<file path="src/rtl/fnd_scan_ctrl.sv">
// Scan controller for a 4-digit multiplexed FND: converts a binary word to BCD
// with a serial double-dabble engine and time-multiplexes the digits onto the decoder.
module fnd_scan_ctrl #(
  parameter int CLK_HZ  = 100_000_000,
  parameter int SCAN_HZ = 1000,
  parameter int DATA_W  = 14,
  parameter int LZB     = 1
) (
  input  logic              i_clk,
  input  logic              i_reset_n,
  input  logic              i_load,
  input  logic [DATA_W-1:0] i_value,
  output logic              o_busy,
  output logic              o_overflow,
  output logic [1:0]        o_digitSelect,
  output logic [3:0]        o_value,
  output logic              o_en
);

  localparam int DIV = CLK_HZ / SCAN_HZ;
  localparam int PW  = $clog2(DIV);
  localparam int CW  = $clog2(DATA_W + 1);
  localparam logic [PW-1:0]     PRE_LAST = PW'(DIV - 1);
  localparam logic [DATA_W-1:0] MAX_BIN  = DATA_W'(9999);

  typedef enum logic [1:0] {IDLE, CONV, COMMIT} state_t;

  state_t            r_state;
  logic [PW-1:0]     r_prescale;
  logic [1:0]        r_sel;
  logic [DATA_W-1:0] r_bin;
  logic [15:0]       r_bcd;
  logic [CW-1:0]     r_bitCnt;
  logic              r_ovfPend;
  logic [15:0]       r_disp;

  logic [16:0]       w_valueExt;
  logic              w_inOvf;
  logic [DATA_W-1:0] w_clampedBin;
  logic [15:0]       w_bcdAdj;
  logic              w_upperZero;

  assign w_valueExt   = 17'(i_value);
  assign w_inOvf      = (w_valueExt > 17'd9999);
  assign w_clampedBin = w_inOvf ? MAX_BIN : i_value;

  always_ff @(posedge i_clk or negedge i_reset_n) begin
    if (!i_reset_n) begin
      r_prescale <= '0;
      r_sel      <= '0;
    end else if (r_prescale == PRE_LAST) begin
      r_prescale <= '0;
      r_sel      <= r_sel + 2'd1;
    end else begin
      r_prescale <= r_prescale + PW'(1);
    end
  end

  // Add-3 correction applied to every nibble before the next shift.
  always_comb begin
    w_bcdAdj = r_bcd;
    for (int k = 0; k < 4; k++) begin
      if (r_bcd[4*k +: 4] >= 4'd5) begin
        w_bcdAdj[4*k +: 4] = r_bcd[4*k +: 4] + 4'd3;
      end
    end
  end

  always_ff @(posedge i_clk or negedge i_reset_n) begin
    if (!i_reset_n) begin
      r_state    <= IDLE;
      r_bin      <= '0;
      r_bcd      <= '0;
      r_bitCnt   <= '0;
      r_ovfPend  <= 1'b0;
      r_disp     <= '0;
      o_busy     <= 1'b0;
      o_overflow <= 1'b0;
    end else begin
      case (r_state)
        IDLE: begin
          if (i_load) begin
            r_bin     <= w_clampedBin;
            r_ovfPend <= w_inOvf;
            r_bcd     <= '0;
            r_bitCnt  <= CW'(DATA_W);
            o_busy    <= 1'b1;
            r_state   <= CONV;
          end
        end
        CONV: begin
          r_bcd    <= (w_bcdAdj << 1) | {15'd0, r_bin[DATA_W-1]};
          r_bin    <= r_bin << 1;
          r_bitCnt <= r_bitCnt - CW'(1);
          if (r_bitCnt == CW'(1)) begin
            r_state <= COMMIT;
          end
        end
        COMMIT: begin
          r_disp     <= r_bcd;
          o_overflow <= r_ovfPend;
          o_busy     <= 1'b0;
          r_state    <= IDLE;
        end
        default: r_state <= IDLE;
      endcase
    end
  end

  // A digit is blanked only if it and every more significant digit are zero.
  always_comb begin
    w_upperZero = 1'b1;
    for (int k = 0; k < 4; k++) begin
      if ((k >= int'(r_sel)) && (r_disp[4*k +: 4] != 4'd0)) begin
        w_upperZero = 1'b0;
      end
    end
  end

  assign o_digitSelect = r_sel;
  assign o_value       = r_disp[{r_sel, 2'b00} +: 4];
  assign o_en          = !((LZB != 0) && (r_sel != 2'd0) && w_upperZero);

endmodule

</file>
<file path="config.mk">
export PLATFORM = sky130hd
export DESIGN_NAME = fnd_scan_ctrl
export DESIGN_NICKNAME = d
export VERILOG_FILES = /design/src/rtl/fnd_scan_ctrl.sv
export SDC_FILE = /design/constraint.sdc
export NUM_CORES = 1
export LEC_CHECK = 0
export CELL_PAD_IN_SITES_DETAIL_PLACEMENT = 0
export CELL_PAD_IN_SITES_GLOBAL_PLACEMENT = 2
export CORE_MARGIN = 2
export CORE_UTILIZATION = 42
export CTS_CLUSTER_SIZE = 40
export DETAILED_ROUTE_END_ITERATION = 6
export HOLD_SLACK_MARGIN = 0.08
export PLACE_DENSITY = 0.95
export SLEW_MARGIN = 0
export SYNTH_ARGS = -nofsm -noshare
export SYNTH_HDL_FRONTEND = slang
export SYNTH_SLANG_ARGS = --single-unit
</file>
<file path="constraint.sdc">
create_clock -name i_clk -period 4 [get_ports i_clk]
set_clock_uncertainty 0.1 [all_clocks]
set_input_delay 0.8 -clock i_clk [delete_from_list [all_inputs] [get_ports i_clk]]
set_output_delay 0.8 -clock i_clk [all_outputs]
set_load 0.02 [all_outputs]
</file>
==> qor.yml <==
routing:
  dr_total_vias: 2526
  drtIter0Drc: 87
  route.detailed.drc: 0
  wl_per_cell_um: 15.09
  drt-total-wl_mm: 7.031
  ant_nets: 0
  vias_per_cell: 5.421
  drt_pass1_iterations: 4
job:
  maxCapViolCount: 0
die:
  start_util_pct: 43.33
  core_area_um2: 8258
  die_h_um: 96.31
  die_w_um: 96.31
  dieArea_um2: 9275
  io_pins: 26
  rows: 33
yosys:
  synth_edf_count: 0
  ys_ff_latch: 74
  ys_top_cells_by_area: "dfrtp_1, ha_1, mux2_2"
  syn_nets: 364
  synthCells: 333
  async_flop_share_pct: 100.0
  synth-main-ff-cell: "dfrtp_1"
  seq_area_frac_synth_pct: 51.75
  synth_top_cell_area_share_pct: 51.75
  postSynthAreaPerCell_um2: 10.75
  yosysWarningCount: 0
  ys_types: 42
  yosysTopAreaCell: "dfrtp_1"
  syn_area_um2: 3578
setup_path:
  end_kind: "primary output"
  cp.arrival_ps: 2090
  cp_max_fo: 8
  worstPathRequired_ps: 3100
  crit_path_start_kind: "flip-flop"
  crit_slowest_cell: "dfrtp_1"
  cpPeakStageDelay_ps: 560
  crit_buf_inv: 2
  crit_chain: "inv_1 > ha_1 > nor3_1 > o2111ai_1 > clkdlybuf4s50_1"
  crit_type: "flip-flop to primary output"
  crit_family: "buffers and inverters"
cells_and_area:
  seq_area_um2: 1852
  nets: 388
  layout_commonest_cell: "dfrtp_1"
  drive_gt1_share_pct: 11.91
  multi_input_area_um2: 1613
  nFillCells: 802
  area.growth.synth_to_final_pct: 13.74
  final_cell_mix: "dfrtp_1, nand2_1, nand3_1, o21ai_0, clkdlybuf4s50_1"
  antenna_cells: 0
power:
  ir_worst_vdd_mv: 0.3300
  p_per_area_nw_per_um2: 629.0
  leakagePower_nw: 1.776
  p_sw_share_pct: 36.14
  pwr-share-comb_pct: 35.0
  p_int_w: 0.001635
  pwr-share-seq_pct: 45.8
  p_sw_w: 0.0009252
  p_clk_share_pct: 19.2
timing:
  setup_violations: 0
  final.period_utilization_pct: 74.69
  whs_ps: 374.8
  slew_headroom_pct: 30.49
  rsz0062_at_grt: "false"
  fmax_mhz: 334.7
  tightest_slew_ps: 1043
  final-hold-violation-count: 0
  setup_slack_ps: 1012
  final.setup.tns_ps: 0
  slew_viol_final: 0
  period_needed_ps: 2988
min_path:
  holdCritPathClass: "flip-flop to flip-flop"
grt:
  grt_overflow: 0
  grt_pass1_vias: 2531
  grt_pass1_wl_mm: 11.95
  grt_antenna_before_repair: 0
  grt_max_degree: 75
  grtUsageTotal_pct: 17.06
clock_tree:
  post_cts_resized: 0
  postCtsHoldBufs: 0
  cts_sinks: 74
  post_cts_buffers: 0
  htreeDepth: 3
  worstSkewPairLatency_ps: 350
  clkTransAtPathRegs_ps: 70
  root_buffer: "clkbuf_8"
  tritoncts: "built"
  clock_path_buffers: 2
  cts_made_buffers: 9
placed_design:
  io_buffers: 25
  dpl_worst_slack_ps: 1246
  gp_congestion: 0.7590
  detailed_place_hpwl_mm: 4.718
run_status:
  status: "complete, no violations"
## power by group through the flow
stage	sequential [W]	clock, W	combinational (W)
global route	0.00121	0.000548	0.00102
global placement	0.00118	0	0.000873
finish	0.00117	0.000491	0.000896
CTS	0.00117	0.000510	0.000912
detailed placement	0.00119	0	0.000907
floorplan	0.00113	0	0.000687
## registers in the layout (all words and copies together) (netlist names)
register       cells
r_bin             14
o_overflow         1
r_bcd             16
r_state            2
r_prescale        17
o_digitSelect      2
o_busy             1
r_disp            16
r_bitCnt           4
r_ovfPend          1
## per-layer routing
| metal | global-route usage, % | wire length, um |
|---|---|---|
| met5 | 0 | 0 |
| met4 | 5.986 | 119 |
| met3 | 5.325 | 195 |
| met2 | 27.55 | 3382 |
| met1 | 21.70 | 3333 |
## worst min-delay path: cells and delay by family, from the launching register on
kind | cells | cell delay (ps)
DFF | 1 | 350
and+or+nand+nor | 2 | 100
## per-stage QoR
| stage | power [W] | instances | util, % | instance area [um2] |
|---|---|---|---|---|
| 6_report | 0.002560 | 466 | 49.29 | 4070 |
| 5_1_grt | 0.002773 | 466 | 49.29 | 4070 |
| 4_1_cts | 0.002594 | 466 | 49.29 | 4070 |
| 3_5_place_dp | 0.002093 | 451 | 47.36 | 3911 |
| 3_3_place_gp | 0.002057 | 451 | 47.36 | 3911 |
| 2_1_floorplan | 0.001818 | 333 | - | 3578 |
## final cells by class
| type | count | area share, % |
|---|---|---|
| multi-input cells | 231 | 39.63 |
| repair buffers | 27 | 6.456 |
| clock inverters | 6 | 0.8607 |
| well taps | 105 | 3.228 |
| inverters | 14 | 1.291 |
| clock buffers | 9 | 3.043 |
| flip-flops and latches | 74 | 45.50 |
## cell families after synthesis
kind of cell	synth area share (%)
fa+ha+maj	4.895
simple gates	15.87
compound gates	12.55
mux	6.608
flops	51.75
buf+inv	3.182
xor+xnor	5.140
## cell usage after synthesis, drive strengths merged (2+ instances only)
master,instances
mux2,13
o31ai,8
xor2,6
nor4,5
a21o,4
xnor2,15
buf,2
o21ai,28
nand4,5
clkbuf,12
a21oi,10
inv,14
nor3b,2
ha,14
nand3,27
nor2,13
or3,2
a22oi,9
nand2b,5
a32o,4
mux4,4
nor3,5
nand2,35
or4,2
a22o,4
dfrtp,74
## path summary, 6_finish.rpt
| kind | from | to | slack [ps] | depth (start not counted) |
|---|---|---|---|---|
| max | o_digitSelect[0] | o_en | 1010 | 5 |
| min | r_bin[10] | r_bin[11] | 370 | 2 |
| max reg2reg | r_prescale[11] | r_prescale[1] | 1820 | 3 |
| min reg2reg | r_bin[10] | r_bin[11] | 370 | 2 |
| max in group asynchronous | i_reset_n | r_bin[2] | 2710 | 1 |
| min in group asynchronous | i_reset_n | r_prescale[2] | 500 | 1 |
Note: power is estimated with default switching activity, not from simulation.
